**config.mk**
```make
export PLATFORM = sky130hd
export DESIGN_NAME = ahb_slave_if
export DESIGN_NICKNAME = d
export VERILOG_FILES = /design/src/rtl/ahb_apb_pkg.sv /design/src/rtl/ahb_addr_decode.sv /design/src/rtl/ahb_slave_if.sv
export SDC_FILE = /design/constraint.sdc
export NUM_CORES = 1
export LEC_CHECK = 0
export BUFFER_PORTS_ARGS = -buffer_cell sky130_fd_sc_hd__buf_2
export CORE_MARGIN = 4
export CORE_UTILIZATION = 41
export CTS_CLUSTER_DIAMETER = 200
export CTS_CLUSTER_SIZE = 14
export DETAILED_ROUTE_END_ITERATION = 12
export PLACE_DENSITY_LB_ADDON = 0.1
export SYNTH_ARGS = -nofsm -noshare
export SYNTH_HDL_FRONTEND = slang
export SYNTH_SLANG_ARGS = --single-unit
```
**constraint.sdc**
```tcl
create_clock -name Hclk -period 1.6 [get_ports Hclk]
set_input_delay 0.16 -clock Hclk [delete_from_list [all_inputs] [get_ports Hclk]]
set_output_delay 0.16 -clock Hclk [all_outputs]
set_load 0.01 [all_outputs]
```
**src/rtl/ahb_apb_pkg.sv**
```systemverilog
`default_nettype none
// ============================================================================
// Module      : ahb_apb_pkg
// Description : Types and default constants shared by the AHB slave front end
//               and the APB controller of the AHB-to-APB bridge.
//               - htrans_t / hresp_t : AHB-Lite transfer and response codes
//               - state_t            : front-end FSM state encoding
//               - c_BASE_ADDR, c_REGION_LOG2, c_NUM_SEL : address map defaults
// Revision    : 1.0 - initial release
// ============================================================================
package ahb_apb_pkg;

  typedef enum logic [1:0] {
    HTRANS_IDLE   = 2'b00,
    HTRANS_BUSY   = 2'b01,
    HTRANS_NONSEQ = 2'b10,
    HTRANS_SEQ    = 2'b11
  } htrans_t;

  typedef enum logic [1:0] {
    HRESP_OKAY  = 2'b00,
    HRESP_ERROR = 2'b01
  } hresp_t;

  typedef enum logic [2:0] {
    ST_IDLE  = 3'd0,
    ST_WDATA = 3'd1,
    ST_REQ   = 3'd2,
    ST_RSP   = 3'd3,
    ST_ERR1  = 3'd4,
    ST_ERR2  = 3'd5
  } state_t;

  localparam logic [31:0] c_BASE_ADDR   = 32'h8000_0000;
  localparam int          c_REGION_LOG2 = 26;
  localparam int          c_NUM_SEL     = 3;

endpackage : ahb_apb_pkg
`default_nettype wire

```
**src/rtl/ahb_addr_decode.sv**
```systemverilog
`default_nettype none
// ============================================================================
// Module      : ahb_addr_decode
// Description : Combinational address decoder for the bridge window.
//               region = (addr - BASE_ADDR) >> REGION_LOG2; a region below
//               NUM_SEL is a hit and drives the matching one-hot select.
//               Addresses below BASE_ADDR are always a miss.
// Ports       : i_addr [ADDR_W]  - address to decode
//               o_hit            - address falls inside a peripheral region
//               o_sel [NUM_SEL]  - one-hot region select (all zero on miss)
// Revision    : 1.0 - initial release
// ============================================================================
module ahb_addr_decode
  import ahb_apb_pkg::*;
#(
  parameter int                ADDR_W      = 32,
  parameter logic [ADDR_W-1:0] BASE_ADDR   = ADDR_W'(c_BASE_ADDR),
  parameter int                REGION_LOG2 = c_REGION_LOG2,
  parameter int                NUM_SEL     = c_NUM_SEL
) (
  input  logic [ADDR_W-1:0]  i_addr,
  output logic               o_hit,
  output logic [NUM_SEL-1:0] o_sel
);

  logic [ADDR_W-1:0] w_offset;
  logic [ADDR_W-1:0] w_region;
  logic              w_above_base;
  logic              w_in_range;

  assign w_offset     = i_addr - BASE_ADDR;
  assign w_region     = w_offset >> REGION_LOG2;
  // The subtraction wraps for addresses below the window, so reject them
  // explicitly rather than relying on the wrapped region being large.
  assign w_above_base = (i_addr >= BASE_ADDR);
  assign w_in_range   = (w_region < ADDR_W'(NUM_SEL));
  assign o_hit        = w_above_base && w_in_range;

  generate
    for (genvar gi = 0; gi < NUM_SEL; gi++) begin : g_sel
      assign o_sel[gi] = o_hit && (w_region == ADDR_W'(gi));
    end
  endgenerate

endmodule : ahb_addr_decode
`default_nettype wire

```
**src/rtl/ahb_slave_if.sv**
```systemverilog
`default_nettype none
// ============================================================================
// Module      : ahb_slave_if
// Description : AHB-Lite slave front end of the AHB-to-APB bridge. Accepts
//               single transfers, decodes the target peripheral, hands one
//               request at a time to the APB controller and stalls the master
//               (Hreadyout low) until completion, then returns read data or
//               a two-cycle ERROR response for unmapped addresses.
// Ports       : Hclk, Hreset             - clock, synchronous active-high reset
//               Hwrite, Hreadyin, Htrans,
//               Haddr, Hwdata            - AHB address/data phase inputs
//               Hreadyout, Hresp, Hrdata - AHB slave response outputs
//               req_valid/req_ready      - request handshake to APB controller
//               req_write, req_addr,
//               req_wdata, req_sel       - latched transfer held during request
//               rsp_valid, rsp_rdata     - completion strobe and read data
// Revision    : 1.0 - initial release
// ============================================================================
module ahb_slave_if
  import ahb_apb_pkg::*;
#(
  parameter int                ADDR_W      = 32,
  parameter int                DATA_W      = 32,
  parameter logic [ADDR_W-1:0] BASE_ADDR   = ADDR_W'(c_BASE_ADDR),
  parameter int                REGION_LOG2 = c_REGION_LOG2,
  parameter int                NUM_SEL     = c_NUM_SEL
) (
  input  logic               Hclk,
  input  logic               Hreset,
  input  logic               Hwrite,
  input  logic               Hreadyin,
  input  logic [1:0]         Htrans,
  input  logic [ADDR_W-1:0]  Haddr,
  input  logic [DATA_W-1:0]  Hwdata,
  output logic               Hreadyout,
  output logic [1:0]         Hresp,
  output logic [DATA_W-1:0]  Hrdata,
  output logic               req_valid,
  input  logic               req_ready,
  output logic               req_write,
  output logic [ADDR_W-1:0]  req_addr,
  output logic [DATA_W-1:0]  req_wdata,
  output logic [NUM_SEL-1:0] req_sel,
  input  logic               rsp_valid,
  input  logic [DATA_W-1:0]  rsp_rdata
);

  state_t             r_state;
  logic               r_hreadyout;
  hresp_t             r_hresp;
  logic [DATA_W-1:0]  r_hrdata;
  logic               r_req_valid;
  logic               r_req_write;
  logic [ADDR_W-1:0]  r_req_addr;
  logic [DATA_W-1:0]  r_req_wdata;
  logic [NUM_SEL-1:0] r_req_sel;

  htrans_t            w_trans;
  logic               w_active;
  logic               w_valid_xfer;
  logic               w_hit;
  logic [NUM_SEL-1:0] w_sel;

  ahb_addr_decode #(
    .ADDR_W      (ADDR_W),
    .BASE_ADDR   (BASE_ADDR),
    .REGION_LOG2 (REGION_LOG2),
    .NUM_SEL     (NUM_SEL)
  ) u_decode (
    .i_addr (Haddr),
    .o_hit  (w_hit),
    .o_sel  (w_sel)
  );

  assign w_trans      = htrans_t'(Htrans);
  // SEQ is treated exactly like NONSEQ: only single transfers are supported.
  assign w_active     = (w_trans == HTRANS_NONSEQ) || (w_trans == HTRANS_SEQ);
  assign w_valid_xfer = Hreadyin && w_active && (r_state == ST_IDLE);

  // Every output is a register updated alongside the state, so no input
  // reaches an output combinationally.
  always_ff @(posedge Hclk) begin
    if (Hreset) begin
      r_state     <= ST_IDLE;
      r_hreadyout <= 1'b1;
      r_hresp     <= HRESP_OKAY;
      r_hrdata    <= '0;
      r_req_valid <= 1'b0;
      r_req_write <= 1'b0;
      r_req_addr  <= '0;
      r_req_wdata <= '0;
      r_req_sel   <= '0;
    end else begin
      case (r_state)
        ST_IDLE: begin
          if (w_valid_xfer) begin
            r_hreadyout <= 1'b0;
            if (w_hit) begin
              r_req_addr  <= Haddr;
              r_req_write <= Hwrite;
              r_req_sel   <= w_sel;
              if (Hwrite) begin
                r_state <= ST_WDATA;
              end else begin
                r_state     <= ST_REQ;
                r_req_valid <= 1'b1;
              end
            end else begin
              r_state <= ST_ERR1;
              r_hresp <= HRESP_ERROR;
            end
          end
        end
        ST_WDATA: begin
          // Write data belongs to the cycle after the address phase.
          r_req_wdata <= Hwdata;
          r_req_valid <= 1'b1;
          r_state     <= ST_REQ;
        end
        ST_REQ: begin
          if (req_ready) begin
            r_req_valid <= 1'b0;
            r_state     <= ST_RSP;
          end
        end
        ST_RSP: begin
          if (rsp_valid) begin
            if (!r_req_write) begin
              r_hrdata <= rsp_rdata;
            end
            r_hreadyout <= 1'b1;
            r_state     <= ST_IDLE;
          end
        end
        ST_ERR1: begin
          // Second error cycle: ready rises while ERROR is still signalled.
          r_hreadyout <= 1'b1;
          r_state     <= ST_ERR2;
        end
        ST_ERR2: begin
          r_hresp <= HRESP_OKAY;
          r_state <= ST_IDLE;
        end
        default: begin
          r_state     <= ST_IDLE;
          r_hreadyout <= 1'b1;
          r_hresp     <= HRESP_OKAY;
          r_req_valid <= 1'b0;
        end
      endcase
    end
  end

  assign Hreadyout = r_hreadyout;
  assign Hresp     = r_hresp;
  assign Hrdata    = r_hrdata;
  assign req_valid = r_req_valid;
  assign req_write = r_req_write;
  assign req_addr  = r_req_addr;
  assign req_wdata = r_req_wdata;
  assign req_sel   = r_req_sel;

  // A raised request stays up until the controller accepts it.
  a_req_hold: assert property (@(posedge Hclk) disable iff (Hreset)
    (req_valid && !req_ready) |=> req_valid);

  // An outstanding request always targets exactly one peripheral.
  a_sel_onehot: assert property (@(posedge Hclk) disable iff (Hreset)
    req_valid |-> $onehot(req_sel));

endmodule : ahb_slave_if
`default_nettype wire

```
Yosys cells after proc, flatten, opt, wreduce, memory -nomap -nowiden --
Index checks and enable logic that the tools add are counted.
Operators by class: $add $sub $neg 1, multipliers 0, div/mod/pow operators 0, magnitude comparators 2, eq/ne operators 15, shifts and indexed selects 0, muxes and demuxes 17, bitwise logic cells 4, reduce and logical (&&, ||, !) cells 18
Operator list (count):
- 32-bit greater-or-equal comparator, second input constant | 1
- 32-bit logical NOT | 1
- 32-bit subtractor, second input constant | 1
- 3-bit case mux with 5 select lines | 1
- 3-bit AND reduction | 5
- 3-bit two-way mux | 4
- 2-bit inequality test, second input constant | 5
- 3-bit by 2-bit == test with 1-bit output, second input constant | 2
- 3-bit == test, second input constant | 2
- 6-bit by 1-bit == test with 1-bit output, second input constant | 1
- 6-bit by 2-bit == test with 1-bit output, second input constant | 1
- 1-bit logical AND | 6
- 6-bit by 2-bit < comparator with 1-bit output, second input constant | 1
- 1-bit two-way mux | 6
- 2-bit two-way mux | 3
- 3-bit OR reduction | 2
- 5-bit AND reduction | 1
- 2-bit == test, second input constant | 2
- 1-bit inverter | 4
- 1-bit case mux with 4 select lines | 1
- 2-bit case mux with 2 select lines | 1
- 4-bit OR reduction | 1
- 3-bit by 1-bit == test with 1-bit output, second input constant | 1
- 3-bit logical NOT | 1
- 3 further kinds | 3
Storage, ports and cells: bits in registers 107, latch bits 0, memory bits (writable) 0, ROM bits 0, input bits 104, output and inout port bits 104, logic and storage cells 66, memories 0

Longest topological paths before layout --
depth after elaboration 6, gate-level depth with buffers 6, mapped depth without buffers 3

Modules after synthesis --
Synthesis repeated with hierarchy kept, for this count alone.
Second synthesis, totals: cells, all modules 493, area, all modules 3897.5 µm²
Modules (own cells, without submodules):
- ahb_slave_if | times used 1, cells an instance 488, area each 3848.7 µm², seq. area each 2122.0 µm²
- ahb_addr_decode | times used 1, cells an instance 5, area each 48.8 µm², seq. area each 0.0 µm²

Least setup slack after synthesis --
OpenSTA, ideal clock, no wires.
path kind reg2reg, start point register r_state[0], end point register r_req_addr[10], in the netlist req_addr[10], library setup time 0.072 ns, arrival time 1.402 ns, data required time 1.528 ns, slack 0.126 ns, cell stages (with the launch flop) 7, path buffers 3, clock period less this slack 1.474 ns, path through dfxtp_1 -> buf_6 -> and4bb_4 -> and4_4 -> buf_12 -> buf_12 -> mux2i_1
Between the ends: word-level cells in the longest chain between the ends 3
Ends and longest elaborated chain:
- start: declaration | line ahb_slave_if.sv:48 | state_t r_state;
- start signal: assignment | line ahb_slave_if.sv:84 | r_state <= ST_IDLE;
- start signal: assignment | line ahb_slave_if.sv:103 | r_state <= ST_WDATA;
- start signal: assignment | line ahb_slave_if.sv:105 | r_state <= ST_REQ;
- 3-bit logical NOT * | line ahb_slave_if.sv:78, ahb_slave_if.sv:94
- 1-bit logical AND | line ahb_slave_if.sv:78 | assign w_valid_xfer = Hreadyin && w_active && (r_state == ST_IDLE);
- 3-bit AND reduction (no line) *
- end signal: assignment | line ahb_slave_if.sv:99 | r_req_addr <= Haddr;
- end: declaration | line ahb_slave_if.sv:54 | logic [ADDR_W-1:0] r_req_addr;
Mark *: on every way between the ends. The rest lies on a longest branch, timed or not. A chain may end at the register's enable or synchronous reset.

Worst setup path in the final report --
start point register r_state[0], end point register r_req_addr[1], in the netlist req_addr[1]
Same word-level chain as after synthesis.

==> flow_summary.yaml <==
job:
  maxCapViolCount: 0
critical_path:
  arrival_ns: 1.77
  cp_slowest_stage_delay_ns: 0.38
  worstSetupPathType: "reg -> reg"
  ff2ff_setup_slack_ns: 0.11
  slowest_stage: "dfxtp_2"
  r2r_end: "req_addr[1]$_SDFFE_PP0P_"
  reg2regPathDepth: 4
  cp_data_required_time_ns: 1.88
  crit_fanout: 18
  crit_path_end: "req_addr[1]$_SDFFE_PP0P_"
  reg2reg_from: "r_state[0]$_SDFFE_PP0P_"
  crit_path_end_kind: "flip-flop"
  cp-start-kind: "flip-flop"
  crit_chain: "and4bb_4 > and4_4 > buf_12 > mux2i_1"
  crit_start: "r_state[0]$_SDFFE_PP0P_"
final_layout:
  syn_to_final_growth_pct: 32.9
  num-fill-cells: 940
  diodes: 0
  design_area_um2: 5550
  drive_above_1_share_pct: 36.1
  fin_nets: 776
  fin_util_pct: 56.3
  final_cell_mix: "buf_2, nand2_1, dfxtp_1"
  final_common_cell: "buf_2"
logic_synthesis:
  yosys.area.top_type_share_pct: 50.8
  synth_area_leaders: "dfxtp_1, nand2_1, a21oi_1"
  yosys.area.top_type: "dfxtp_1"
  synth_edf_count: 0
  syn_inst: 483
  yosysSeqAreaShare_pct: 50.8
  synth-seq-cells: 106
  syn_area_um2: 4170
  synth_async_sr_flop_share_pct: 0
  ys_types: 44
  yosys_warnings: 0
  synth_flop_cell: "dfxtp_1"
  synth_nets: 587
  avgSynthCellArea_um2: 8.64
pwr:
  power_uw: 5120
  p_leak_uw: 0.00247
  power_per_cell_area_nw_per_um2: 923
  vdd_drop_max_uv: 417
cts:
  numCtsBuffers: 9
  cts_root_buffer: "clkbuf_8"
  cts_tree: "done"
  cts_setup_buffers: 0
  ctsHtreeMaxLevel: 3
  cts_sinks: 106
  clk_path_buf_depth: 2
  cts.clk_slew.worst_paths_ns: 0.09
  clk_latency_ns: 0.35
sta:
  period_minus_slack_ns: 1.49
  rsz0062_at_grt: "no"
  finalMaxSlewViolations: 0
  skew_ns: 0.0132
  setup_viol: 0
  setup_ws_ns: 0.110
  setup_tns_ns: 0
  timing.final.crit_share_pct: 93.1
  hold_viol: 0
  timing.fmax_ghz: 0.671
drt:
  drc: 0
  drtAntennaViolNets: 0
  routed_wirelength_um: 11300
  via_count: 3987
  drt-wirelength-per-cell_um: 14.0
  drtIter0Drc: 252
  viasPerCell: 4.93
  dr.pass1.iters: 6
hold_path:
  min_from: "Hwdata[24]"
  hold_path_class: "in -> reg"
place:
  port_buffers: 205
  routabilityCongestion: 0.778
  dp_hpwl_um: 8140
  dp_slack_ns: 0.0598
  postPlaceCellArea_um2: 5330
die:
  fp.dieW_um: 109
  dieArea_um2: 11900
  core_area_um2: 9860
  start_util_pct: 42.3
  die_h_um: 109
  io_pins: 208
  num_rows: 36
global_route:
  grt_overflow: 0
  track_usage_pct: 18.7
  grt_max_degree: 75
  grt_first_pass_wirelength_um: 17800
  grt_pass1_vias: 3762
  antenna_found_initial: 0
status:
  status: "completed"
-- logic make-up after synthesis --
| family | count (synthesis) | synth area share [%] |
|---|---|---|
| and+or+nand+nor | 185 | 20.5 |
| AOI/OAI and AO/OA | 115 | 14.9 |
| DFF | 106 | 50.8 |
| other | 1 | 0.0898 |
| buffers and inverters | 47 | 6.71 |
| muxes | 29 | 6.95 |
-- how the worst min path moves through the flow --
stage	depth (start not counted)	end
floorplan	1	req_sel[0]$_SDFFE_PP0P_
global placement	3	req_wdata[23]$_SDFFE_PP0P_
detailed placement	3	req_wdata[26]$_SDFFE_PP0P_
CTS	3	req_wdata[26]$_SDFFE_PP0P_
global route	3	req_wdata[24]$_SDFFE_PP0P_
finish	3	req_wdata[24]$_SDFFE_PP0P_
-- per-stage QoR --
step / cells / hold WS, ns
floorplan: 483 / 0.279
global placement: 794 / 0.402
detailed placement: 794 / 0.407
CTS: 809 / 0.0122
global route: 809 / 0.00229
finish: 809 / 0.0371
-- flip-flops by register name (all words and copies together), names as in the netlist --
| signal | count |
|---|---|
| req_sel | 3 |
| req_valid | 1 |
| req_addr | 32 |
| req_write | 1 |
| Hrdata | 32 |
| Hresp | 1 |
| req_wdata | 32 |
| Hreadyout | 1 |
| r_state | 3 |
-- repair_timing --
action / CTS / global route
hold buffers: 0 / 0
setup endpoints to repair: 0 / 31
gates resized for setup: 0 / 3
-- worst max-delay path, delay by kind of cell (launching register included) --
kind | cells | cell delay [ns]
and+or+nand+nor | 2 | 0.65
buffers and inverters | 1 | 0.17
DFF | 1 | 0.38
muxes | 1 | 0.21
-- area by class of cell --
type	instances	area [um2]	area share, %
clock buffers	11	141	2.55
clock inverters	4	76.3	1.38
inverters	5	18.8	0.338
multi-input cells	330	1780	32.1
flip-flops and latches	106	2120	38.3
well taps	133	166	3.00
repair buffers	220	1240	22.3
-- routing by layer --
layer	GRT usage, %	vias up	wire, um
met4	4.15	0	145
li1	-	2011	-
met1	22.7	1820	4600
met3	6.69	12	935
met5	0	-	0
met2	31.7	144	5600
-- power breakdown --
part	internal (uW)	total [uW]	switching, uW	leakage (uW)
combinational	266	602	336	0.00151
sequential	2700	2750	47.0	0.000857
clock	920	1770	853	0.000106
-- Yosys cell counts (4+ instances only) --
cell type,instances
a21oi_1,67
buf_12,4
buf_2,4
buf_6,4
clkbuf_1,29
dfxtp_1,106
inv_1,4
mux2i_1,29
nand2_1,127
nand3_1,33
o21ai_0,33
Note: power is estimated with default switching activity, not from simulation.
